==> config.mk <==
export PLATFORM = sky130hd
export DESIGN_NAME = color_select_ctrl
export DESIGN_NICKNAME = d
export VERILOG_FILES = /design/src/rtl/color_select_ctrl.sv
export SDC_FILE = /design/constraint.sdc
export NUM_CORES = 1
export LEC_CHECK = 0
export BUFFER_PORTS_ARGS = -buffer_cell sky130_fd_sc_hd__buf_2
export CAP_MARGIN = 25
export CORE_MARGIN = 4
export CORE_UTILIZATION = 31
export DETAILED_ROUTE_END_ITERATION = 8
export PLACE_DENSITY = 0.56
export SLEW_MARGIN = 20
export SYNTH_ARGS = -nofsm -noshare
export SYNTH_HDL_FRONTEND = slang
export SYNTH_SLANG_ARGS = --single-unit
==> constraint.sdc <==
create_clock -name CLK -period 5.3 [get_ports CLK]
set_input_delay 1.325 -clock CLK [delete_from_list [all_inputs] [get_ports CLK]]
set_output_delay 1.325 -clock CLK [all_outputs]
set_load 0.1 [all_outputs]
==> src/rtl/color_select_ctrl.sv <==
// -----------------------------------------------------------------------------
// color_select_ctrl
//
// Pushbutton-driven RGB565 colour selector with OLED full-frame fill sequencer.
// The three raw pushbuttons are synchronized and debounced. A debounced press
// of exactly one button, starting from all-released, performs one action:
//   PB[2] increments the selected channel, PB[1] steps the channel select
//   R -> G -> B -> R, and PB[0] decrements the selected channel.
// Whenever the colour value actually changes, a full-frame sweep of pixel
// writes is issued to the OLED at one pixel per cycle.
//
// Optional feature (compile-time macro COLOR_WRAP_EN):
//   defined   - increment at the field maximum wraps to 0, and decrement at 0
//               wraps to the maximum
//   undefined - channels saturate at 0 and at the field maximum
//
// Parameters:
//   DEBOUNCE_CYCLES - stable synchronized cycles needed to accept a PB vector
//   OLED_COLS       - pixel columns per fill
//   OLED_ROWS       - pixel rows per fill
//
// Ports:
//   CLK        in   sole clock, rising edge
//   RESETn     in   asynchronous active-low reset
//   PB[2:0]    in   raw pushbuttons {inc, select, dec}
//   COLOR      out  current colour {R[4:0], G[5:0], B[4:0]}
//   SEL        out  selected channel (0 = R, 1 = G, 2 = B)
//   OLED_Write out  pixel write strobe
//   OLED_Col   out  pixel column
//   OLED_Row   out  pixel row
//   OLED_Data  out  pixel colour {R8, G8, B8}
//   BUSY       out  high while a fill is in progress
// -----------------------------------------------------------------------------
module color_select_ctrl #(
  parameter int DEBOUNCE_CYCLES = 16,
  parameter int OLED_COLS       = 96,
  parameter int OLED_ROWS       = 64
) (
  input  logic        CLK,
  input  logic        RESETn,
  input  logic [2:0]  PB,
  output logic [15:0] COLOR,
  output logic [1:0]  SEL,
  output logic        OLED_Write,
  output logic [6:0]  OLED_Col,
  output logic [5:0]  OLED_Row,
  output logic [23:0] OLED_Data,
  output logic        BUSY
);

  localparam int              CW       = $clog2(DEBOUNCE_CYCLES + 1);
  localparam logic [CW-1:0]   CNT_MAX  = CW'(DEBOUNCE_CYCLES);
  localparam logic [6:0]      COL_LAST = 7'(OLED_COLS - 1);
  localparam logic [5:0]      ROW_LAST = 6'(OLED_ROWS - 1);

  typedef enum logic {
    ST_IDLE = 1'b0,
    ST_FILL = 1'b1
  } state_e;

  // ---------------------------------------------------------------------------
  // Synchronizer and debouncer
  // ---------------------------------------------------------------------------
  logic [2:0]    sync1_q, sync2_q;
  logic [2:0]    cand_q;      // vector currently being timed for stability
  logic [CW-1:0] cnt_q;       // consecutive cycles cand_q has been observed
  logic [2:0]    pb_db_q;
  logic [2:0]    pb_prev_q;   // pb_db one cycle ago, for edge detection

  // NOTE: sequential state is written only with non-blocking (<=) assignments
  // so every register samples pre-edge values regardless of statement order.
  always_ff @(posedge CLK or negedge RESETn) begin
    if (!RESETn) begin
      sync1_q   <= 3'b000;
      sync2_q   <= 3'b000;
      cand_q    <= 3'b000;
      cnt_q     <= '0;
      pb_db_q   <= 3'b000;
      pb_prev_q <= 3'b000;
    end else begin
      sync1_q   <= PB;
      sync2_q   <= sync1_q;
      pb_prev_q <= pb_db_q;
      if (sync2_q != cand_q) begin
        cand_q <= sync2_q;
        cnt_q  <= CW'(1);
      end else if (cnt_q != CNT_MAX) begin
        cnt_q <= cnt_q + CW'(1);
      end
      // cand_q has been seen for DEBOUNCE_CYCLES consecutive cycles.
      if (cnt_q == CNT_MAX) begin
        pb_db_q <= cand_q;
      end
    end
  end

  // An action fires only on a released -> single-button transition.
  logic fire;
  assign fire = (pb_prev_q == 3'b000) &&
                ((pb_db_q == 3'b100) || (pb_db_q == 3'b010) || (pb_db_q == 3'b001));

  // ---------------------------------------------------------------------------
  // Colour / select update
  // ---------------------------------------------------------------------------
  logic [15:0] color_q, color_d;
  logic [1:0]  sel_q, sel_d;
  logic        color_change;

  // One step of a channel value in [0, max], saturating or wrapping at the ends.
  function automatic logic [5:0] chan_step(input logic [5:0] v,
                                           input logic [5:0] max,
                                           input logic       up);
    logic [5:0] r;
    r = v;
    if (up) begin
      if (v != max)  r = v + 6'd1;
`ifdef COLOR_WRAP_EN
      else           r = 6'd0;
`endif
    end else begin
      if (v != 6'd0) r = v - 6'd1;
`ifdef COLOR_WRAP_EN
      else           r = max;
`endif
    end
    return r;
  endfunction

  // NOTE: every combinational output gets a default first, so no path through
  // the case statements can leave a value unassigned and infer a latch.
  always_comb begin
    logic [5:0] r6, g6, b6;
    logic       up;
    color_d = color_q;
    sel_d   = sel_q;
    r6      = {1'b0, color_q[15:11]};
    g6      = color_q[10:5];
    b6      = {1'b0, color_q[4:0]};
    up      = pb_db_q[2];
    if (fire) begin
      if (pb_db_q == 3'b010) begin
        sel_d = (sel_q == 2'd2) ? 2'd0 : sel_q + 2'd1;
      end else begin
        case (sel_q)
          2'd0:    r6 = chan_step(r6, 6'd31, up);
          2'd1:    g6 = chan_step(g6, 6'd63, up);
          default: b6 = chan_step(b6, 6'd31, up);
        endcase
        color_d = {r6[4:0], g6, b6[4:0]};
      end
    end
  end

  assign color_change = (color_d != color_q);

  always_ff @(posedge CLK or negedge RESETn) begin
    if (!RESETn) begin
      color_q <= 16'h0000;
      sel_q   <= 2'd0;
    end else begin
      color_q <= color_d;
      sel_q   <= sel_d;
    end
  end

  // ---------------------------------------------------------------------------
  // Fill FSM
  // From IDLE, a colour change is held in pending_q so the first write lands
  // the cycle after COLOR updates. During FILL, a colour change restarts the
  // sweep on the same edge that updates COLOR, so no pixel after the change
  // carries the old colour; it also takes priority over finishing.
  // ---------------------------------------------------------------------------
  state_e     state_q;
  logic       pending_q;
  logic [6:0] col_q;
  logic [5:0] row_q;

  always_ff @(posedge CLK or negedge RESETn) begin
    if (!RESETn) begin
      state_q   <= ST_IDLE;
      pending_q <= 1'b0;
      col_q     <= 7'd0;
      row_q     <= 6'd0;
    end else begin
      pending_q <= 1'b0;
      case (state_q)
        ST_IDLE: begin
          if (pending_q) begin
            state_q <= ST_FILL;
            col_q   <= 7'd0;
            row_q   <= 6'd0;
          end else if (color_change) begin
            pending_q <= 1'b1;
          end
        end
        default: begin
          if (color_change) begin
            col_q <= 7'd0;
            row_q <= 6'd0;
          end else if (col_q == COL_LAST) begin
            col_q <= 7'd0;
            if (row_q == ROW_LAST) begin
              row_q   <= 6'd0;
              state_q <= ST_IDLE;
            end else begin
              row_q <= row_q + 6'd1;
            end
          end else begin
            col_q <= col_q + 7'd1;
          end
        end
      endcase
    end
  end

  // ---------------------------------------------------------------------------
  // Outputs (all taken directly from registers)
  // ---------------------------------------------------------------------------
  assign COLOR      = color_q;
  assign SEL        = sel_q;
  assign OLED_Write = (state_q == ST_FILL);
  assign BUSY       = (state_q == ST_FILL);
  assign OLED_Col   = col_q;
  assign OLED_Row   = row_q;
  // Replicate the top bits so full-scale 5/6-bit values map to 8'hFF.
  assign OLED_Data  = {color_q[15:11], color_q[15:13],
                       color_q[10:5],  color_q[10:9],
                       color_q[4:0],   color_q[4:2]};

endmodule
======== Word-level counts from Yosys, hierarchy flattened ========
Index checks and enable logic that the tools add are counted.
operators by class
  add/sub/neg operators ................... 10
  equal/unequal tests ..................... 15
  mux-type cells .......................... 34
  reduce and logical (&&, ||, !) cells .... 13
operator list
  operator                                                             count
  6-bit 2-to-1 mux                                                     9
  5-bit 2-to-1 mux                                                     10
  16-bit 2-to-1 mux                                                    2
  7-bit 2-to-1 mux                                                     4
  16-bit != test                                                       1
  5-bit by 1-bit adder with 5-bit output (second input constant)       3
  5-bit != test (second input constant)                                3
  6-bit by 1-bit adder with 6-bit output (second input constant)       2
  5-bit nonzero test                                                   2
  5-bit by 1-bit subtractor with 5-bit output (second input constant)  2
  1-bit 2-to-1 mux                                                     8
  7-bit by 1-bit adder with 7-bit output (second input constant)       1
  7-bit == test (second input constant)                                1
  6-bit == test (second input constant)                                1
  6-bit != test (second input constant)                                1
  6-bit nonzero test                                                   1
  6-bit by 1-bit subtractor with 6-bit output (second input constant)  1
  5-bit == test (second input constant)                                1
  2-bit AND reduction                                                  2
  2-bit nonzero test                                                   2
  3-bit by 1-bit == test with 1-bit output (second input constant)     1
  3-bit by 2-bit == test with 1-bit output (second input constant)     1
  3-bit == test (second input constant)                                1
  3-bit zero test                                                      1
  10 further kinds                                                     11
storage, ports and cells
  register bits after elaboration ......... 53
  bits of input ports ..................... 5
  output and inout port bits .............. 57
  logic and storage cells ................. 84

======== Longest topological paths before layout ========
Gate-level depths: netlist of run 1.
  word-level depth ........................ 10
  depth in mapped cells ................... 8
  gate-level depth less buffers ........... 7

======== Worst setup path before layout of run 1 ========
No wires, ideal clock.
  kind .................................... register -> output
  start point ............................. register color_q[10], in the netlist COLOR[10]
  end point ............................... output port OLED_Data[15]
  data arrival time ....................... 1.465 ns
  required time ........................... 3.975 ns
  setup slack ............................. 2.510 ns
  stages on the path, launching flop included .. 2
  path buffers ............................ 1
  cell sequence ........................... dfrtp_1 -> buf_4
RTL lines
  element                 line  text
  from (decl)             105   logic [15:0] color_q, color_d;
  from (signal assigned)  161   color_q <= color_d;
  to (decl)               47    output logic [23:0] OLED_Data,
No word-level cell between the ends.

======== Worst setup path after layout of run 1 ========
  start point ............................. register color_q[13], in the netlist COLOR[13]
  end point ............................... output port OLED_Data[21]
No word-level cell between the ends.

==> impl_metrics.py, run 1 <==
metrics = {
    "worst_setup_path": {
        "required_ns": 3.97,
        "path_buf_inv": 1,
        "cp_max_fo": 15,
        "crit_start": "COLOR[13]",
        "r2r-end": "BUSY",
        "cpLargestDelayFamily": "flip-flops",
        "max_stage_delay_ns": 0.62,
        "reg2reg_from": "COLOR[1]",
        "crit_slowest_cell": "dfrtp_1",
        "path_class": "reg -> out",
        "crit_path_start_kind": "flop",
        "crit_arrival_ns": 1.44,
        "timing.reg2reg.setup_slack_ns": 2.75,
        "reg2reg_depth": 7,
        "crit_chain": "buf_2",
        "critPathCaptureType": "output port",
    },
    "floorplanning": {
        "start_util_pct": 32.15,
        "io-pin-count": 62,
        "rows": 36,
        "core_area_sq_um": 9910,
        "die_x_microns": 109.4,
        "dieArea_sq_um": 11960,
        "fp.dieH_microns": 109.4,
    },
    "clock_network": {
        "cts_tree": "built",
        "cts_setup_buffers": 0,
        "path_clk_slew_ns": 0.10,
        "ctsResizeCount": 0,
        "clk_latency_ns": 0.31,
        "cts.sinks": 53,
        "cts-buffers-inserted": 5,
        "cts_hold_buf": 0,
        "clockRootBuffer": "clkbuf_8",
        "cts_buffer_depth": 2,
        "htree_levels": 2,
    },
    "placed_design": {
        "gp_congestion": 0.7658,
        "dp_hpwl_microns": 4641,
        "io_buffers": 61,
    },
    "min_path": {
        "hold_start": "sync1_q[2]",
        "hold_depth": 0,
        "hold_end": "sync2_q[2]",
        "hold_class": "reg -> reg",
    },
    "grt": {
        "track_usage_pct": 11.82,
        "grt_start_max_net_pins": 54,
        "antenna_found_initial": 0,
        "grt_pass1_wl_microns": 11490,
        "grt_overflow": 0,
        "grt_pass1_vias": 2390,
    },
    "synthesis": {
        "synth_top_area_share_pct": 41.63,
        "synth_edf_count": 0,
        "ys_top_cells_by_count": "53 x dfrtp_1, 25 x buf_4, 21 x o21ai_0",
        "synthMuxAreaShare_pct": 3.731,
        "syn_nets": 351,
        "synthArstFlopShare_pct": 100.0,
        "yosysSeqAreaShare_pct": 41.63,
        "synth.avg_cell_area_sq_um": 9.509,
        "ys_seq_elements": 53,
        "synth_compound_area_share_pct": 16.26,
        "synthTopCellsByArea": "dfrtp_1 42%, buf_4 5.9%, ha_1 4.3%",
        "synth_warnings": 0,
        "synth-main-ff-cell": "dfrtp_1",
        "synth_area_leader_cell": "dfrtp_1",
        "synth_top_family_by_area": "simple AND/OR/NAND/NOR gates",
        "yosysMostFrequentCell": "dfrtp_1",
        "synth-xor-area-share_pct": 4.124,
        "synthCells": 335,
        "syn_area_sq_um": 3186,
        "post_synth_fa_ha_maj_area_fraction_pct": 4.321,
        "synthSimpleGateAreaFrac_pct": 19.01,
        "synth_cell_type_count": 51,
    },
    "detailed_routing": {
        "first_iter_violations": 135,
        "wl_per_cell_microns": 13.42,
        "met1_length_microns": 3120,
        "vias": 2533,
        "drt-pass1-iter-count": 4,
        "routed_wl_microns": 6631,
        "drc_errors": 0,
        "highest_layer": "met4",
        "drtAntennaViolNets": 0,
        "wl_met3_microns": 398,
        "vias_per_cell": 5.128,
        "met2_length_microns": 3039,
    },
    "sta": {
        "period_share_pct": 52.21,
        "hold_ws_ns": 0.3571,
        "rsz0062_at_grt": "false",
        "timing.setup.tns_ns": 0,
        "finClkSkew_ns": 0.006936,
        "worst_slew_pin_slew_ns": 0.9026,
        "finalSetupViolCount": 0,
        "fmax_mhz": 361.4,
        "fin_crit_ns": 2.767,
        "slew_viol_final": 0,
        "slew_headroom_pct": 39.61,
        "hold_viol_final": 0,
    },
    "layout": {
        "n_antenna_cell": 0,
        "drive_gt1_share_pct": 24.65,
        "final_util_pct": 35.14,
        "fin_nets": 376,
        "syn2layout_area_growth_pct": 9.309,
    },
    "outcome": {
        "status": "finished clean",
    },
    "pwr": {
        "p_leak_nw": 1.650,
        "pwr_density_cell_nw_per_um2": 191.0,
        "ir_drop_uv": 96.07,
    },
    "run": {
        "maxCapViolations": 0,
    },
}
## kinds of logic (layout without fill, tap and decap cells)
family | Yosys count | in the layout
adder cells (fa/ha/maj) | 11 | 11
buffers and inverters | 60 | 86
AO/OA/AOI/OAI | 79 | 79
XOR/XNOR | 15 | 15
AND/OR/NAND/NOR | 106 | 106
flip-flops | 53 | 53
multiplexers | 11 | 11
## stage by stage
| stage | area [sq um] | total power [W] | setup slack (ns) | cells |
|---|---|---|---|---|
| 6_report | 3482 | 0.0006650 | 2.533 | 494 |
| 3_5_place_dp | 3392 | 0.0004393 | 2.753 | 486 |
| 5_1_grt | 3482 | 0.0006977 | 2.448 | 494 |
| 4_1_cts | 3482 | 0.0006806 | 2.512 | 494 |
| 2_1_floorplan | 3186 | 0.0004273 | 2.510 | 335 |
| 3_3_place_gp | 3373 | 0.0004386 | 2.726 | 484 |
## worst max-delay path by stage
| stage | cells past startpoint | end |
|---|---|---|
| floorplan | 1 | OLED_Data[15] |
| global placement | 5 | OLED_Col[0] |
| detailed placement | 7 | OLED_Col[5] |
| CTS | 1 | OLED_Data[21] |
| global route | 1 | OLED_Data[21] |
| finish | 1 | OLED_Data[21] |
## metal layers
metal	GRT usage (%)	vias to the layer above
met2	18.83	69
met4	3.473	0
met3	2.466	8
met1	16.19	1212
met5	0	-
li1	-	1244
## flip-flops by register name (all words and copies together) (netlist names)
signal and count:
pb_prev_q 3, SEL 2, BUSY 1, sync2_q 3
OLED_Col 7, cnt_q 5, sync1_q 3, COLOR 16
pb_db_q 3, pending_q 1, OLED_Row 6, cand_q 3
## power breakdown
part / leakage (nW) / internal, W / switching (W)
sequential: 0.715 / 0.000409 / 0.00000310
combinational: 0.891 / 0.00000605 / 0.0000120
clock: 0.0445 / 0.0000941 / 0.000141
total: 1.65 / 0.000509 / 0.000156
## final cells by class
class                   count  area [sq um]
clock inverters             3         21.27
flip-flops and latches     53          1326
multi-input cells         222          1511
repair buffers             65         339.1
fillers                  1037          6427
inverters                  13         48.80
clock buffers               5         68.82
well taps                 133         166.4
## cell usage in the layout, fill, tap and decap left out, types with 11 or more instances in the layout
master   netlist  layout
inv_1         13      13
ha_1          11      11
a21oi_1       16      16
a31oi_1       13      13
buf_2          5      61
nor2_1        16      16
nand3_1       19      19
nand2_1       12      12
dfrtp_1       53      53
o21ai_0       21      21
No activity file was read; power rests on OpenSTA's default activity.
==> inputs of run 2 (changes only) <==
==> constraint.sdc (replaced) <==
create_clock -name CLK -period 2.85 [get_ports CLK]
set_input_delay 0.7125 -clock CLK [delete_from_list [all_inputs] [get_ports CLK]]
set_output_delay 0.7125 -clock CLK [all_outputs]
set_load 0.1 [all_outputs]
==> run 2 against run 1 <==
Net effect: sequential power is 86% higher; clock skew hardly changed; sequential share of layout area is 0.16 points lower; count of clock-buffer cells in the layout stayed put; critical endpoint is now OLED_Col[0]; highest routed layer unchanged; global-route usage hardly changed; core utilization is 0.15 points higher; wire length is 2.6% higher.
==> impl_metrics.py, run 2 (synthesis results as in run 1) <==
metrics = {
    "detailed_routing": {
        "routed_wl_microns": 6803,
        "drtAntennaViolNets": 0,
        "first_iter_violations": 125,
        "vias_per_cell": 5.105,
        "vias": 2537,
        "wl_per_cell_microns": 13.69,
        "drt-pass1-iter-count": 4,
        "drc_errors": 0,
    },
    "grt": {
        "grt_start_max_net_pins": 54,
        "grt_util_met1_pct": 17.58,
        "antenna_found_initial": 0,
        "grt_overflow": 0,
        "grt_pass1_vias": 2340,
        "grt_pass1_wl_microns": 11550,
        "grt_use_met2_pct": 18.05,
        "track_usage_pct": 11.85,
        "grt.busiest_layer": "met2",
        "met3_usage_pct": 2.173,
    },
    "sta": {
        "finalSetupViolCount": 0,
        "timing.setup.tns_ns": 0,
        "hold_viol_final": 0,
        "fin_crit_ns": 2.638,
        "worst_slew_pin_slew_ns": 0.9195,
        "hold_ws_ns": 0.3577,
        "slew_viol_final": 0,
        "period_share_pct": 92.57,
        "slew_headroom_pct": 38.47,
        "fmax_mhz": 379.0,
        "finClkSkew_ns": 0.006752,
        "rsz0062_at_grt": "false",
    },
    "floorplanning": {
        "fp.dieH_microns": 109.4,
        "core_area_sq_um": 9910,
        "rows": 36,
        "start_util_pct": 32.15,
        "dieArea_sq_um": 11960,
        "io-pin-count": 62,
        "die_x_microns": 109.4,
    },
    "pwr": {
        "p_leak_nw": 1.667,
        "ir_drop_uv": 186.4,
        "pwr_density_cell_nw_per_um2": 349.3,
        "power_w": 0.001222,
    },
    "placed_design": {
        "io_buffers": 61,
        "gp_congestion": 0.7578,
        "placed_area_sq_um": 3411,
        "dp_hpwl_microns": 4733,
    },
    "layout": {
        "final_util_pct": 35.29,
        "drive_gt1_share_pct": 25.27,
        "nFillCells": 1022,
        "layout_commonest_cell": "buf_2",
        "final_cell_area_sq_um": 3497,
        "layout_common_cells": "61 x buf_2, 53 x dfrtp_1, 21 x o21ai_0",
        "n_antenna_cell": 0,
        "syn2layout_area_growth_pct": 9.780,
        "fin_nets": 379,
        "largest_reg_flops": 16,
    },
    "clock_network": {
        "cts_buffer_depth": 2,
        "cts.sinks": 53,
        "cts-buffers-inserted": 5,
        "cts_setup_buffers": 0,
        "ctsResizeCount": 0,
        "clockRootBuffer": "clkbuf_8",
        "htree_levels": 2,
        "cts_hold_buf": 0,
        "cts_tree": "built",
        "path_clk_slew_ns": 0.10,
        "clk_latency_ns": 0.30,
    },
    "min_path": {
        "hold_class": "reg -> reg",
    },
    "run": {
        "maxCapViolations": 0,
    },
    "worst_setup_path": {
        "critPathCaptureType": "flop",
        "cp_max_fo": 18,
        "crit_arrival_ns": 2.85,
        "path_class": "reg -> reg",
        "crit_path_start_kind": "flop",
        "required_ns": 3.06,
    },
    "outcome": {
        "status": "finished clean",
    },
}
run 2: cell types whose count changed in the layout (fill, tap and decap cells not counted), sizes merged:
cell           delta
buf               +4
clkinv            +1
clkdlybuf4s15     -1
inv               -1
run 2: per-layer routing:
metal / wire length, microns / vias up / share of wire [%]
met4: 50 / 0 / 0.73
met5: 0 / - / 0
li1: - / 1248 / -
met2: 3054 / 68 / 45
met1: 3340 / 1216 / 49
met3: 357 / 5 / 5.2
run 2: through the flow:
| stage | instances | setup WS (ns) |
|---|---|---|
| 6_report | 497 | 0.2117 |
| 5_1_grt | 497 | 0.04657 |
| 4_1_cts | 497 | 0.2051 |
| 3_5_place_dp | 489 | 0.2562 |
| 3_3_place_gp | 489 | 0.3422 |
| 2_1_floorplan | 335 | 0.2224 |
run 2: worst max-delay path: stages, from the launching register on:
cell and delay, ns:
dfrtp_1 0.47, inv_1 0.09, ha_1 0.20, or4b_4 0.51, mux2_2 0.31, a22oi_4 0.49, nand2_1 0.21, o31ai_1 0.25
run 2: layout make-up:
class	count	area, sq um	area share [%]
Timing Repair Buffer	68	357.8	10.23
Tap cell	133	166.4	4.759
Sequential cell	53	1326	37.92
Clock buffer	5	68.82	1.968
Clock inverter	3	17.52	0.5009
Inverter	13	48.80	1.395
Multi-Input combinational cell	222	1511	43.22
run 2: path summary, 6_finish.rpt:
check                           start           to  slack, ns  depth (start not counted)
setup / recovery            COLOR[12]  OLED_Col[0]       0.21                          7
max in group asynchronous      RESETn   sync1_q[0]       1.87                          2
hold / removal             sync1_q[1]   sync2_q[1]       0.36                          0
setup reg to reg            COLOR[12]  OLED_Col[0]       0.21                          7
min in group asynchronous      RESETn     COLOR[2]       0.52                          2
hold reg to reg            sync1_q[1]   sync2_q[1]       0.36                          0
run 2: report_power, final:
part | internal, W | switching [W] | total (W)
logic | 0.0000112 | 0.0000219 | 0.0000331
registers | 0.000760 | 0.00000565 | 0.000766
clock network | 0.000170 | 0.000252 | 0.000423
